$ cat src/rtl/cpu_pkg.sv
// Shared field layout, sizing and FSM state codes for the
// instruction reader and its decoder.
package cpu_pkg;

    localparam int IW    = 18;
    localparam int DEPTH = 10;

    localparam int OP_W  = 4;
    localparam int REG_W = 3;
    localparam int IMM_W = 8;

    localparam int OP_LSB  = 14;
    localparam int R1_LSB  = 11;
    localparam int R2_LSB  = 8;
    localparam int IMM_LSB = 0;

    localparam logic [OP_W-1:0] HALT_OP = 4'b1111;

    localparam logic [2:0] S_IDLE    = 3'd0;
    localparam logic [2:0] S_FETCH   = 3'd1;
    localparam logic [2:0] S_LATCH   = 3'd2;
    localparam logic [2:0] S_PRESENT = 3'd3;
    localparam logic [2:0] S_DONE    = 3'd4;

endpackage

$ cat src/rtl/instruction_decode.sv
// Pure combinational split of an instruction word into its
// opcode, register and immediate fields.
module instruction_decode #(
    parameter int IW = cpu_pkg::IW
) (
    input  logic [IW-1:0] word_i,
    input  logic          unused_i,
    output logic [3:0]    opCode_o,
    output logic [2:0]    regID1_o,
    output logic [2:0]    regID2_o,
    output logic [7:0]    immValue_o
);
    import cpu_pkg::*;

    assign opCode_o   = word_i[OP_LSB  +: OP_W];
    assign regID1_o   = word_i[R1_LSB  +: REG_W];
    assign regID2_o   = word_i[R2_LSB  +: REG_W];
    assign immValue_o = word_i[IMM_LSB +: IMM_W];

    logic unused_ok;
    assign unused_ok = unused_i;

endmodule

$ cat src/rtl/instruction_reader.sv
// Walks an instruction store slot by slot, presenting each word
// over a valid/ready handshake until halt or end of program.
module instruction_reader #(
    parameter int         DEPTH   = cpu_pkg::DEPTH,
    parameter int         IW      = cpu_pkg::IW,
    parameter logic [3:0] HALT_OP = cpu_pkg::HALT_OP
) (
    input  logic          clock,
    input  logic          reset,
    input  logic          start,
    input  logic [3:0]    progLen,
    output logic [3:0]    memAddr,
    input  logic [IW-1:0] memData,
    output logic [IW-1:0] instruction,
    output logic [3:0]    opCode,
    output logic [2:0]    regID1,
    output logic [2:0]    regID2,
    output logic [7:0]    immValue,
    output logic          instrValid,
    input  logic          instrReady,
    output logic [3:0]    pc,
    output logic          busy,
    output logic          done
);
    import cpu_pkg::*;

    localparam logic [3:0] LEN_MAX = 4'(DEPTH);
    localparam logic [3:0] PC_MAX  = 4'(DEPTH - 1);

    logic [2:0]    state_q, state_d;
    logic [3:0]    pc_q, pc_d;
    logic [3:0]    len_q, len_d;
    logic [IW-1:0] instr_q, instr_d;

    instruction_decode #(.IW(IW)) u_dec (
        .word_i     (instr_q),
        .unused_i   (1'b0),
        .opCode_o   (opCode),
        .regID1_o   (regID1),
        .regID2_o   (regID2),
        .immValue_o (immValue)
    );

    always_comb begin
        state_d = state_q;
        pc_d    = pc_q;
        len_d   = len_q;
        instr_d = instr_q;
        unique case (state_q)
            S_IDLE: begin
                if (start) begin
                    if (progLen != 4'd0) begin
                        pc_d    = 4'd0;
                        len_d   = (progLen > LEN_MAX) ? LEN_MAX : progLen;
                        state_d = S_FETCH;
                    end else begin
                        state_d = S_DONE;
                    end
                end
            end
            S_FETCH: state_d = S_LATCH;
            S_LATCH: begin
                instr_d = memData;
                state_d = S_PRESENT;
            end
            S_PRESENT: begin
                if (instrReady) begin
                    // PC_MAX guard keeps pc inside the store even if len misbehaves
                    if (opCode == HALT_OP || pc_q == len_q - 4'd1
                        || pc_q == PC_MAX) begin
                        state_d = S_DONE;
                    end else begin
                        pc_d    = pc_q + 4'd1;
                        state_d = S_FETCH;
                    end
                end
            end
            S_DONE:  state_d = S_IDLE;
            default: state_d = S_IDLE;
        endcase
    end

    always_ff @(posedge clock) begin
        if (reset) begin
            state_q <= S_IDLE;
            pc_q    <= 4'd0;
            len_q   <= 4'd0;
            instr_q <= '0;
        end else begin
            state_q <= state_d;
            pc_q    <= pc_d;
            len_q   <= len_d;
            instr_q <= instr_d;
        end
    end

    assign memAddr     = pc_q;
    assign pc          = pc_q;
    assign instruction = instr_q;
    assign instrValid  = (state_q == S_PRESENT);
    assign busy        = (state_q != S_IDLE);
    assign done        = (state_q == S_DONE);

endmodule

$ cat config.mk
export PLATFORM = sky130hd
export DESIGN_NAME = instruction_reader
export DESIGN_NICKNAME = d
export VERILOG_FILES = /design/src/rtl/cpu_pkg.sv /design/src/rtl/instruction_decode.sv /design/src/rtl/instruction_reader.sv
export SDC_FILE = /design/constraint.sdc
export NUM_CORES = 1
export LEC_CHECK = 0
export ABC_AREA = 1
export CAP_MARGIN = 20
export CORE_UTILIZATION = 50
export CTS_BUF_LIST = sky130_fd_sc_hd__clkbuf_4 sky130_fd_sc_hd__clkbuf_8 sky130_fd_sc_hd__clkbuf_16
export CTS_CLUSTER_DIAMETER = 60
export DETAILED_ROUTE_END_ITERATION = 8
export DONT_BUFFER_PORTS = 1
export SYNTH_ARGS = -nofsm -noshare
export SYNTH_HDL_FRONTEND = slang
export SYNTH_SLANG_ARGS = --single-unit
$ cat constraint.sdc
create_clock -name clock -period 3.5 [get_ports clock]
set_input_delay 0.875 -clock clock [delete_from_list [all_inputs] [get_ports clock]]
set_output_delay 0.875 -clock clock [all_outputs]
set_load 0.03 [all_outputs]
==> flow_metrics.py <==
metrics = {
    "status": {
        "status": "finished clean",
    },
    "placed_design": {
        "gp_congestion": 0.8061,
        "pre_cts_ws_ns": 1.542,
        "dpl-instance-area_um2": 1445,
        "io_buffers": 0,
        "place_inst": 230,
        "dpl.hpwl_um": 2129,
    },
    "timing": {
        "setup_violations": 0,
        "worst_slew_pin_slew_ns": 0.8454,
        "fmax_ghz": 0.4335,
        "slew_headroom": 0.4356,
        "fin_crit_sh": 0.6591,
        "setup-tns-final_ns": 0,
        "finalClockSkew_ns": 0.004220,
        "slew_viol_final": 0,
        "grt_setup_unrepaired": "no",
        "fin_ws_ns": 1.193,
        "timing_hold_violations_final": 0,
        "fin_crit_ns": 2.307,
    },
    "final_layout": {
        "fin_cells": 238,
        "syn2layout_area_growth_pct": -4.117,
        "drive_above_1_share": 0.1649,
        "final_area_um2": 1515,
        "fin_nets": 222,
        "fillerInstances": 325,
        "diodes": 0,
    },
    "route": {
        "viasPerCell": 5.134,
        "drc_errors": 0,
        "drtAntennaViolNets": 0,
        "drt_wl_total_um": 2970,
        "wl_per_cell_um": 12.48,
        "via_count": 1222,
        "drt_iter0_markers": 52,
        "dr.pass1.iters": 4,
    },
    "critical_path": {
        "critical_path.startpoint_type": "flop",
        "cp-end-kind": "output port",
        "arrival_ns": 1.43,
        "critPathRequiredTime_ns": 2.62,
        "crit_fanout": 4,
        "criticalPathCategory": "reg2out",
    },
    "logic_synthesis": {
        "synth_fp_nets": 243,
        "synth_common_cells": "64 x nand2_1, 29 x dfxtp_1, 22 x buf_4",
        "synth_edf_count": 0,
        "async_reset_ff_frac": 0,
        "synthCells": 214,
        "ys_ff_latch": 29,
        "ys.flop_type": "dfxtp_1",
        "yosysWarnings": 0,
        "synth_top_cell_area_share": 0.3674,
        "synth.largest_area_cell": "dfxtp_1",
        "syn_avg_cell_area_um2": 7.384,
        "yosysUniqueCellTypes": 28,
        "syn_area_um2": 1580,
        "synth.area.top_cells": "dfxtp_1 37%, nand2_1 15%, buf_4 10%",
        "yosysSeqAreaShare": 0.3674,
        "synth.most_common_cell": "nand2_1",
    },
    "clock_tree": {
        "cts_buffers": 5,
        "cts.sinks": 29,
        "post_cts_buffers": 0,
        "cts_buffer_depth": 2,
        "cts_hold_buf": 0,
        "clk_latency_ns": 0.32,
        "clkTransAtPathRegs_ns": 0.09,
        "h-tree-depth": 2,
        "ctsRootBufferMaster": "clkbuf_4",
        "cts_resized": 0,
        "cts_tree": "yes",
    },
    "global_route": {
        "overflow": 0,
        "grt_pass1_vias": 1107,
        "grt_max_degree": 29,
        "grt_use_total": 0.1866,
        "grt_pass1_wl_um": 4809,
        "antenna_found_initial": 0,
    },
    "worst_hold_path": {
        "hold_class": "reg2reg",
    },
    "power": {
        "peakVddDrop_uv": 309.7,
        "design_power_total_uw": 1181,
        "power_density_nw_per_um2": 779.2,
        "p_leak_uw": 0.0005871,
    },
    "run": {
        "maxCapViolations": 0,
    },
    "floorplan": {
        "io_pins": 73,
        "die_h_um": 58.22,
        "start_util": 0.5219,
        "fp.dieArea_um2": 3390,
        "die_w_um": 58.22,
        "fp-row-count": 20,
        "core-area_um2": 3028,
    },
}
[logic make-up (layout without fill, tap and decap cells)]
| logic type | count (synthesis) | count (layout) | share of synthesized area |
|---|---|---|---|
| AO/OA/AOI/OAI | 36 | 36 | 0.1465 |
| adder cells (fa/ha/maj) | 3 | 3 | 0.02376 |
| XOR/XNOR | 3 | 3 | 0.01663 |
| flip-flops | 29 | 29 | 0.3674 |
| AND/OR/NAND/NOR | 96 | 96 | 0.2803 |
| buffers and inverters | 47 | 27 | 0.1655 |
[per-stage QoR]
stage	util	hold slack, ns
after global placement	0.4773	0.4850
after floorplan	-	0.4657
after detailed placement	0.4773	0.4960
after CTS	0.5004	0.5073
final	0.5004	0.5119
after global routing	0.5004	0.5420
[layout by cell type (no fill, tap or decap), drive strengths merged]
master,instances
nor3,1
a211oi,6
or2,1
inv,19
a31oi,2
nand3,6
xnor2,2
o211ai,1
o21ai,2
dfxtp,29
nand4,4
clkinv,1
nand2,69
ha,3
o21bai,1
xor2,1
clkbuf,7
nor2,15
a21oi,24
[power by group]
part | internal (uW) | total [uW] | switching, uW
Clock | 116 | 232 | 116
Combinational | 124 | 346 | 223
Sequential | 387 | 602 | 215
Total | 626 | 1180 | 554
[layout make-up]
type,instances,area (um2),area share
multi-input combinational,138,738.2,0.4872
sequential,29,580.6,0.3832
inverter,19,71.32,0.04707
clock buffer,7,65.06,0.04294
tap,44,55.05,0.03633
clock inverter,1,5.005,0.003303
[sequential cells by signal (all words and copies together) (netlist names)]
| name | flops |
|---|---|
| instruction | 18 |
| memAddr | 4 |
| state_q | 3 |
| len_q | 4 |
[path summary, 6_finish.rpt]
| check | start | endpoint | slack, ns | cells past startpoint |
|---|---|---|---|---|
| max | state_q[2] | done | 1.19 | 2 |
| min | len_q[2] | len_q[2] | 0.51 | 2 |
| min reg2reg | len_q[2] | len_q[2] | 0.51 | 2 |
| max reg2reg | memAddr[1] | memAddr[2] | 1.56 | 8 |
[critical path, cell delays in order (launching register included)]
cell and delay, ns:
dfxtp_1 0.48, inv_1 0.15, nor2_1 0.47
[routing by layer]
metal | GRT usage | up-vias | share of wire
li1 | - | 619 | -
met5 | 0 | - | 0
met2 | 0.3432 | 41 | 0.52
met3 | 0.06920 | 5 | 0.061
met4 | 0.06463 | 0 | 0.010
met1 | 0.1934 | 557 | 0.41
Note: power is estimated with default switching activity, not from simulation.
